`config.mk`:
```
export PLATFORM = sky130hd
export DESIGN_NAME = exibidor_sequencia_leds
export DESIGN_NICKNAME = d
export VERILOG_FILES = /design/src/rtl/exibidor_sequencia_leds.sv
export SDC_FILE = /design/constraint.sdc
export NUM_CORES = 1
export LEC_CHECK = 0
export BUFFER_PORTS_ARGS = -buffer_cell sky130_fd_sc_hd__buf_2
export CORE_UTILIZATION = 50
export DETAILED_ROUTE_END_ITERATION = 8
export HOLD_SLACK_MARGIN = 0.1
export PLACE_DENSITY_LB_ADDON = 0.2
export SLEW_MARGIN = 25
export SYNTH_ARGS = -nofsm -noshare
export SYNTH_HDL_FRONTEND = slang
export SYNTH_SLANG_ARGS = --single-unit
```
`constraint.sdc`:
```
create_clock -name clock -period 1.9 [get_ports clock]
set_clock_uncertainty 0.15 [all_clocks]
set_input_delay 0.285 -clock clock [delete_from_list [all_inputs] [get_ports clock]]
set_output_delay 0.285 -clock clock [all_outputs]
set_load 0.01 [all_outputs]
```
`src/rtl/exibidor_sequencia_leds.sv`:
```
// Plays a stored nibble sequence on the LEDs (addresses 0..tamanho), each element
// lit for T_ON cycles then dark for T_OFF cycles, and pulses pronto when done.
module exibidor_sequencia_leds #(
    parameter int ADDR_W = 4,
    parameter int DATA_W = 4,
    parameter int T_ON   = 1000,
    parameter int T_OFF  = 500
) (
    input  logic              clock,
    input  logic              reset,
    input  logic              iniciar,
    input  logic [ADDR_W-1:0] tamanho,
    input  logic [DATA_W-1:0] dado_memoria,
    output logic [ADDR_W-1:0] endereco,
    output logic [DATA_W-1:0] leds,
    output logic              ocupado,
    output logic              pronto,
    output logic [3:0]        db_estado
);

    // state   | meaning
    // OCIOSO  | idle, waiting for iniciar
    // BUSCA   | address stable, memory read in flight
    // CAPTURA | read data registered into the LED holding register
    // MOSTRA  | element lit for T_ON cycles
    // APAGA   | LEDs dark for T_OFF cycles, then next address or FIM
    // FIM     | one-cycle pronto pulse
    typedef enum logic [3:0] {
        OCIOSO  = 4'd0,
        BUSCA   = 4'd1,
        CAPTURA = 4'd2,
        MOSTRA  = 4'd3,
        APAGA   = 4'd4,
        FIM     = 4'd5
    } estado_t;

    localparam int T_MAX = (T_ON > T_OFF) ? T_ON : T_OFF;
    localparam int TW    = (T_MAX > 1) ? $clog2(T_MAX) : 1;
    localparam logic [TW-1:0] ON_LAST  = TW'(T_ON - 1);
    localparam logic [TW-1:0] OFF_LAST = TW'(T_OFF - 1);

    estado_t           estado;
    logic [TW-1:0]     timer;
    logic [ADDR_W-1:0] ultimo;

    // leds doubles as the holding register: loaded in CAPTURA, cleared leaving MOSTRA
    always_ff @(posedge clock) begin
        if (!reset) begin
            estado   <= OCIOSO;
            endereco <= '0;
            leds     <= '0;
            ocupado  <= 1'b0;
            pronto   <= 1'b0;
            timer    <= '0;
            ultimo   <= '0;
        end else begin
            pronto <= 1'b0;
            case (estado)
                OCIOSO: begin
                    if (iniciar) begin
                        ultimo   <= tamanho;
                        endereco <= '0;
                        ocupado  <= 1'b1;
                        estado   <= BUSCA;
                    end
                end
                BUSCA: begin
                    estado <= CAPTURA;
                end
                CAPTURA: begin
                    leds   <= dado_memoria;
                    timer  <= '0;
                    estado <= MOSTRA;
                end
                MOSTRA: begin
                    if (timer == ON_LAST) begin
                        timer  <= '0;
                        leds   <= '0;
                        estado <= APAGA;
                    end else begin
                        timer <= timer + 1'b1;
                    end
                end
                APAGA: begin
                    if (timer == OFF_LAST) begin
                        timer <= '0;
                        if (endereco == ultimo) begin
                            pronto <= 1'b1;
                            estado <= FIM;
                        end else begin
                            endereco <= endereco + 1'b1;
                            estado   <= BUSCA;
                        end
                    end else begin
                        timer <= timer + 1'b1;
                    end
                end
                FIM: begin
                    ocupado <= 1'b0;
                    estado  <= OCIOSO;
                end
                default: begin
                    leds    <= '0;
                    ocupado <= 1'b0;
                    estado  <= OCIOSO;
                end
            endcase
        end
    end

    assign db_estado = estado;

endmodule

```
# Yosys cells after proc, flatten, opt, wreduce, memory -nomap -nowiden
# Cells that the tools add are included.
dict set report word_totals {
  input_bits 11
  regBits 28
  output_inout_bits 14
  wordCells 51
}
dict set report op_classes {
  add_sub_neg 2
  n_eq_ne 12
  reduce_logical 11
  n_mux 17
  bitwise 2
}
# operator n
set op_table {}
lappend op_table {{$pmux 10 s3} 1}
lappend op_table {{$mux 4} 7}
lappend op_table {{$mux 10} 2}
lappend op_table {{$pmux 4 s5} 1}
lappend op_table {{$pmux 4 s3} 1}
lappend op_table {{$add 10x1->10 const B} 1}
lappend op_table {{$eq 10x10->1 const B} 1}
lappend op_table {{$eq 10x9->1 const B} 1}
lappend op_table {{$eq 4x2->1 const B} 2}
lappend op_table {{$eq 4x3->1 const B} 2}
lappend op_table {{$ne 2x2->1 const B} 4}
lappend op_table {{$pmux 4 s2} 1}
lappend op_table {{$reduce_or 4->1} 2}
lappend op_table {{$reduce_and 2->1} 3}
lappend op_table {{$reduce_and 3->1} 2}
lappend op_table {{$add 4x1->4 const B} 1}
lappend op_table {{$eq 4x1->1 const B} 1}
lappend op_table {{$eq 4x4->1} 1}
lappend op_table {{$logic_not 4->1} 1}
lappend op_table {{$reduce_and 4->1} 1}
lappend op_table {{$mux 3} 1}
lappend op_table {{$reduce_bool 3->1} 1}
lappend op_table {{$mux 1} 2}
lappend op_table {{$not 1->1} 2}
lappend op_table {{2 further kinds} 2}

# Longest topological paths before layout
# Gate-level depths: netlist of the first run.
dict set report depth {
  word_depth 4
  depth_mapped 7
  depth_no_buf 6
}

# Worst setup path before layout of the first run
# Ideal clock, no wire load.
dict set report synth_path {
  path_kind {register -> register}
  start {register timer[0]}
  end {register endereco[3]}
  period_less_slack_ps 1930
  setup_ps 70
  arrival_ps 1710
  required_time_ps 1680
  slack_ps -30
  path_buffers 0
  stages_incl_launch_ff 7
  path_cell_list {dfxtp_1 ha_1 nand4bb_4 o41ai_2 o211ai_1 or3_1 a21oi_1}
}
dict set report synth_between {
  elab_chain_cells 3
}
# element line
set synth_lines {}
lappend synth_lines {{start: declaration} 43} ;# logic [TW-1:0] timer;
lappend synth_lines {{start signal: assignment} 81} ;# timer <= timer + 1'b1;
lappend synth_lines {{start signal: assignment} 95} ;# timer <= timer + 1'b1;
lappend synth_lines {{$eq 10x9->1} 85} ;# if (timer == OFF_LAST) begin
lappend synth_lines {{$ne 2x2->1 (no source line)} --}
lappend synth_lines {{$reduce_and 4->1 (no source line)} --}
lappend synth_lines {{end signal: assignment} 91} ;# endereco <= endereco + 1'b1;
lappend synth_lines {{end: declaration} 14} ;# output logic [ADDR_W-1:0] endereco,
# No other way between the ends.
# A chain may end at the register's enable or synchronous reset.

# Worst setup path in the final report of the first run
dict set report layout_path {
  start {register timer[1]}
  end {register endereco[3]}
}
# Same word-level chain as after synthesis.

==> summary.txt, run 1 <==
Syn Nets = 185
Synth Cell Area = 0.00148 mm²
fin crit share = 0.986
Distinct cells, synth = 51
Hold Crit Class = in2reg
Leak = 0.764 nW
met2 wire len = 1.72 mm
top sig layer = met4
I/O pin count = 25
Skew-Pair Late Insertion Delay = 0.33 ns
Rows = 19
Initial Utilization = 0.533
Avg Inst Size Synth = 8.62 µm²
status = finished, final reports clean
CTS tree = built
Worst setup EP type = register
H-tree depth = 1
die width = 56.5 µm
wl on met1 = 1.60 mm
arrival time at the worst endpoint = 1.98 ns
minimum clock period = 1.87 ns
CTS Buf Count = 3
Post-Synthesis Cells = 172
share of cells above drive strength 1 = 0.330
Vert. Die Dim = 56.5 µm
P&R area growth vs syn = 27.1%
CTS Sinks = 27
# port buffers = 23
HPWL after DPL = 2.41 mm
final hold vios = 0
commonest non-fill, non-tap cells in the layout = dfxtp_1 (23), buf_2 (23), buf_4 (22)
wire length per cell = 14.1 µm
antenna cell count = 0
Ys Warns = 0
register area = 546 µm²
initial antenna violation count = 0
Slew Limit Fails = 0
core area = 0.00278 mm²
die area = 0.00319 mm²
crit path cell chain = ha_4, nand4bb_4, o41ai_4, o211ai_1, or3_1, a21oi_1
Worst path max stage delay = 0.38 ns
CP Class = reg2reg
total grt overflow = 0
RSZ-0062 raised after global routing = yes
Util after Layout = 0.677
Final ANT Viol Nets = 0
DR pass1 iterations = 4
clock root cell = clkbuf_4
crit-path max FO = 4
global-route wire length before repair = 5.73 mm
final-report setup violation count = 0
data required time of the critical path = 2.01 ns
total number of vias = 1,401
Seq/Total Area, Yosys = 0.365
total power = 1.09 mW
FILL cells = 242
Worst-path clk slew = 0.14 ns
Nets = 229
largest net degree at the start of global routing = 33
final RePlAce weighted congestion = 0.804
max cap viols = 0
GRT Total Usage = 0.223
Residual DRC = 0
multi-input combinational cell area = 916 µm²
met3 wire len = 126 µm
VDD IR max = 0.000639 V
Power Density = 579 mW/mm²
final hold slack = 0.110 ns
number of global-route vias before repair = 1,294
Post-Route WL = 3.47 mm
Achievable Freq = 0.534 GHz
Starting DRT DRC Count = 74
slowest stage cell, crit path = dfxtp_2
Seq cells post-synth = 27
Max clock buf depth = 2
Startpoint Class = register
Via-to-Cell Ratio = 5.70
## synth_stat cells, drive strengths merged
master / number / area share
nor4: 2 / 0.0084
nand2b: 2 / 0.0084
nor2b: 13 / 0.055
nand4bb: 1 / 0.019
a31oi: 9 / 0.038
nor3: 5 / 0.017
o211ai: 2 / 0.010
o32ai: 1 / 0.0059
and3b: 1 / 0.0059
or2: 3 / 0.013
mux2i: 5 / 0.034
conb: 1 / 0.0025
a22oi: 5 / 0.025
nand2: 14 / 0.035
a21o: 2 / 0.010
clkbuf: 4 / 0.011
a21oi: 5 / 0.017
nand4b: 1 / 0.0059
or3: 1 / 0.0042
and3: 2 / 0.010
o22ai: 1 / 0.0042
o31ai: 1 / 0.0051
buf: 9 / 0.043
xnor2: 5 / 0.030
xor2: 1 / 0.0059
o21ai: 9 / 0.030
nand3: 10 / 0.037
nand4: 1 / 0.0084
a21boi: 3 / 0.015
or4: 1 / 0.0051
o41ai: 2 / 0.017
a31o: 1 / 0.0059
o2111ai: 1 / 0.0059
and2: 2 / 0.0093
o31a: 1 / 0.0059
nand3b: 3 / 0.015
ha: 2 / 0.017
dfxtp: 27 / 0.36
nor2: 10 / 0.029
o211a: 1 / 0.0068
inv: 2 / 0.0051
## final timing paths
path / from / to / slack (ns) / depth (start not counted)
max reg2reg: timer[1]$_SDFFE_PN0P_ / endereco[3]$_SDFFE_PN0P_ / 0.03 / 6
min: tamanho[3] / ultimo[3]$_SDFFE_PN0P_ / 0.11 / 3
max: timer[1]$_SDFFE_PN0P_ / endereco[3]$_SDFFE_PN0P_ / 0.03 / 6
min reg2reg: ocupado$_SDFFE_PN0P_ / ocupado$_SDFFE_PN0P_ / 0.38 / 2
## state kept, by name, indices dropped and copies added (netlist names)
signal     count
timer         10
endereco       4
leds           4
ultimo         4
db_estado      3
ocupado        1
pronto         1
## layer usage
metal	up-vias	global-route usage
li1	704	-
met1	666	0.302
met2	29	0.371
met3	2	0.0415
met4	0	0.0453
met5	-	0
## repair_timing
| action | CTS | global route |
|---|---|---|
| buffers inserted | 0 | 4 |
| setup endpoints to repair | 2 | 13 |
| hold buffers | 7 | 0 |
| resized for setup | 3 | 10 |
| pin swaps | 2 | 6 |
| endpoints found under the hold margin | 7 | 0 |
| cloned | 0 | 0 |
## cell type report
type | instances | share of cell area
multi-input combinational | 130 | 0.486
timing repair buffer | 52 | 0.186
tap | 31 | 0.0206
inverter | 2 | 0.00398
sequential | 27 | 0.290
clock buffer | 4 | 0.0139
## per-stage QoR
stage / setup TNS [ns] / worst slack, ns / std cells / area, µm²
after CTS: -0.0124 / -0.0124 / 242 / 1810
final: 0 / 0.0264 / 246 / 1880
after floorplan: 0 / 0.0288 / 172 / 1500
after detailed placement: -0.0750 / -0.0750 / 231 / 1700
after global routing: -0.107 / -0.0693 / 246 / 1880
after global placement: 0 / 0.0148 / 231 / 1700
## worst max-delay path, delay by kind of cell, from the launching register on
kind                     cells  cell delay [ns]
AO/OA/AOI/OAI                3             0.62
adder cells (fa/ha/maj)      1             0.16
flip-flops                   1             0.38
AND/OR/NAND/NOR              2             0.51
## report_power, final
part	total (mW)	leakage, nW	internal [mW]	switching [mW]
clock	0.257	0.0150	0.0823	0.175
sequential	0.613	0.221	0.590	0.0224
combinational	0.220	0.528	0.103	0.118
total	1.09	0.764	0.776	0.315
## kinds of logic after synthesis
kind of cell	after synthesis	share of synthesized area
simple gates	72	0.285
compound gates	44	0.203
flops	27	0.365
buf+inv	15	0.0591
xor+xnor	6	0.0354
mux	5	0.0338
fa+ha+maj	2	0.0169
other cells	1	0.00253
(Power assumes the default switching activity.)
==> inputs of run 2 (changes only) <==
Settings changed: CORE_ASPECT_RATIO set to 2, SKIP_LAST_GASP set to 1.
==> summary.txt, run 2 (synthesis results as in run 1) <==
status = finished with violations
failing checks = negative setup slack
Worst setup EP type = register
Achievable Freq = 0.522 GHz (-2.2%)
Startpoint Class = register
dpl cells = 229 (-0.87%)
Reg2Reg Setup Slack = -0.02 ns (-0.04 ns)
register area = 546 µm² (unchanged)
antenna cell count = 0 (unchanged)
Final ANT Viol Nets = 0 (unchanged)
Hold Crit Class = in2reg
r2r startpoint = timer[3]$_SDFFE_PN0P_
commonest non-fill, non-tap cells in the layout = dfxtp_1 (23), buf_2 (23), buf_4 (18)
Initial Utilization = 0.535 (+0.00217)
CP Class = reg2reg
total power = 1.17 mW (+6.8%)
die area = 0.00320 mm² (+0.41%)
P&R area growth vs syn = 22.0%
post-route cell area = 0.00181 mm² (-4.0%)
clock root cell = clkbuf_8
Vert. Die Dim = 79.0 µm (+40%)
max FFs per register = 10 (unchanged)
VDD IR max = 0.000749 V (+17%)
GRT Total Usage = 0.248 (+0.0244)
PnR worst setup slack = -0.0154 ns (-0.0418 ns)
FILL cells = 234 (-3.3%)
Worst Max-Slew Pin Slew = 0.512 ns
global-route wire length before repair = 5.73 mm (-0.10%)
Post-Route WL = 3.79 mm (+9.2%)
H-tree depth = 1 (unchanged)
total number of vias = 1,421 (+1.4%)
share of cells above drive strength 1 = 0.332 (+0.00147)
initial antenna violation count = 0 (unchanged)
minimum clock period = 1.92 ns (+0.0418 ns)
wire length per cell = 16.2 µm (+15%)
Power Density = 644 mW/mm² (+11%)
Starting DRT DRC Count = 38 (-49%)
RR Endpoint = timer[5]$_SDFFE_PN0P_
Residual DRC = 0 (unchanged)
final hold vios = 0 (unchanged)
Max clock buf depth = 2 (unchanged)
crit-path max FO = 13 (+9)
I/O pin count = 25 (unchanged)
largest net degree at the start of global routing = 33 (unchanged)
CTS Hold Bufs = 0 (-7)
number of global-route vias before repair = 1,410 (+9.0%)
Rows = 27 (+8)
CTS Buf Count = 3 (unchanged)
RSZ-0062 raised after global routing = yes
DR pass1 iterations = 4 (unchanged)
multi-input combinational cell area = 910 µm² (-0.68%)
Worst-path clk slew = 0.10 ns (-0.04 ns)
placed cell areas = 0.00170 mm² (-0.15%)
final-report setup violation count = 1 (+1)
arrival time at the worst endpoint = 1.93 ns (-0.05 ns)
Worst R2R Path Depth = 7 (+1)
pre-CTS WS = -0.0928 ns (-0.0178 ns)
Slew headroom = 0.659
Largest Register = timer
Slew Limit Fails = 0 (unchanged)
setup TNS = -0.0154 ns (-0.0154 ns)
Nets = 219 (-4.4%)
final hold slack = 0.107 ns (-0.00333 ns)
Util after Layout = 0.653 (-0.0243)
fin crit share = 1.01 (+0.0220)
Skew-Pair Late Insertion Delay = 0.28 ns (-0.05 ns)
max cap viols = 0 (unchanged)
Leak = 0.733 nW (-4.1%)
Final Non-Filler Cells = 234 (-4.9%)
data required time of the critical path = 1.92 ns (-0.09 ns)
CTS Sinks = 27 (unchanged)
Worst Setup EP = timer[5]$_SDFFE_PN0P_
CTS tree = built
CP Launch Point = timer[3]$_SDFFE_PN0P_
HPWL after DPL = 2.78 mm (+15%)
core area = 0.00277 mm² (-0.40%)
total grt overflow = 0 (unchanged)
# port buffers = 23 (unchanged)
final RePlAce weighted congestion = 0.888 (+10%)
Via-to-Cell Ratio = 6.07 (+6.6%)
die width = 40.5 µm (-28%)
-- run 2: metal layers --
metal  vias to the layer above  share of wire  GRT usage
met5                         -              0          0
li1                        683              -          -
met4                         0         0.0092     0.0800
met3                         4          0.026     0.0196
met1                       705           0.37      0.235
met2                        29           0.59      0.486
-- run 2: timing repair --
| item | in CTS | in global routing |
|---|---|---|
| pin swaps | 2 | 5 |
| gates resized for setup | 6 | 6 |
| setup buffers | 0 | 1 |
| endpoints found under the setup margin | 15 | 8 |
-- run 2: area by class of cell --
| class | instances | share of cell area |
|---|---|---|
| Timing Repair Buffer | 42 | 0.145 |
| Multi-Input combinational cell | 130 | 0.503 |
| Sequential cell | 27 | 0.302 |
| Inverter | 2 | 0.00415 |
| Clock inverter | 1 | 0.00415 |
| Tap cell | 29 | 0.0201 |
| Clock buffer | 3 | 0.0228 |
-- run 2: where the power goes --
part / internal (mW) / switching, mW / leakage, nW / total (mW)
Clock: 0.149 / 0.197 / 0.0217 / 0.346
Sequential: 0.589 / 0.0275 / 0.221 / 0.617
Combinational: 0.0867 / 0.116 / 0.490 / 0.202
-- run 2: critical path, stage by stage, from the launching register on --
cell	delay, ns
dfxtp_1	0.32
buf_4	0.14
nand4b_1	0.22
o31ai_2	0.33
o21ai_1	0.14
buf_6	0.17
a31oi_1	0.23
a31oi_1	0.08
-- run 2: worst min path at each step --
stage,end,depth (start not counted),from
2_1_floorplan,pronto$_SDFF_PN0_,2,reset
3_3_place_gp,timer[9]$_SDFFE_PN0P_,1,timer[9]$_SDFFE_PN0P_
3_5_place_dp,timer[8]$_SDFFE_PN0P_,1,timer[8]$_SDFFE_PN0P_
4_1_cts,ultimo[1]$_SDFFE_PN0P_,3,tamanho[1]
5_1_grt,ultimo[2]$_SDFFE_PN0P_,3,tamanho[2]
6_report,ultimo[1]$_SDFFE_PN0P_,3,tamanho[1]
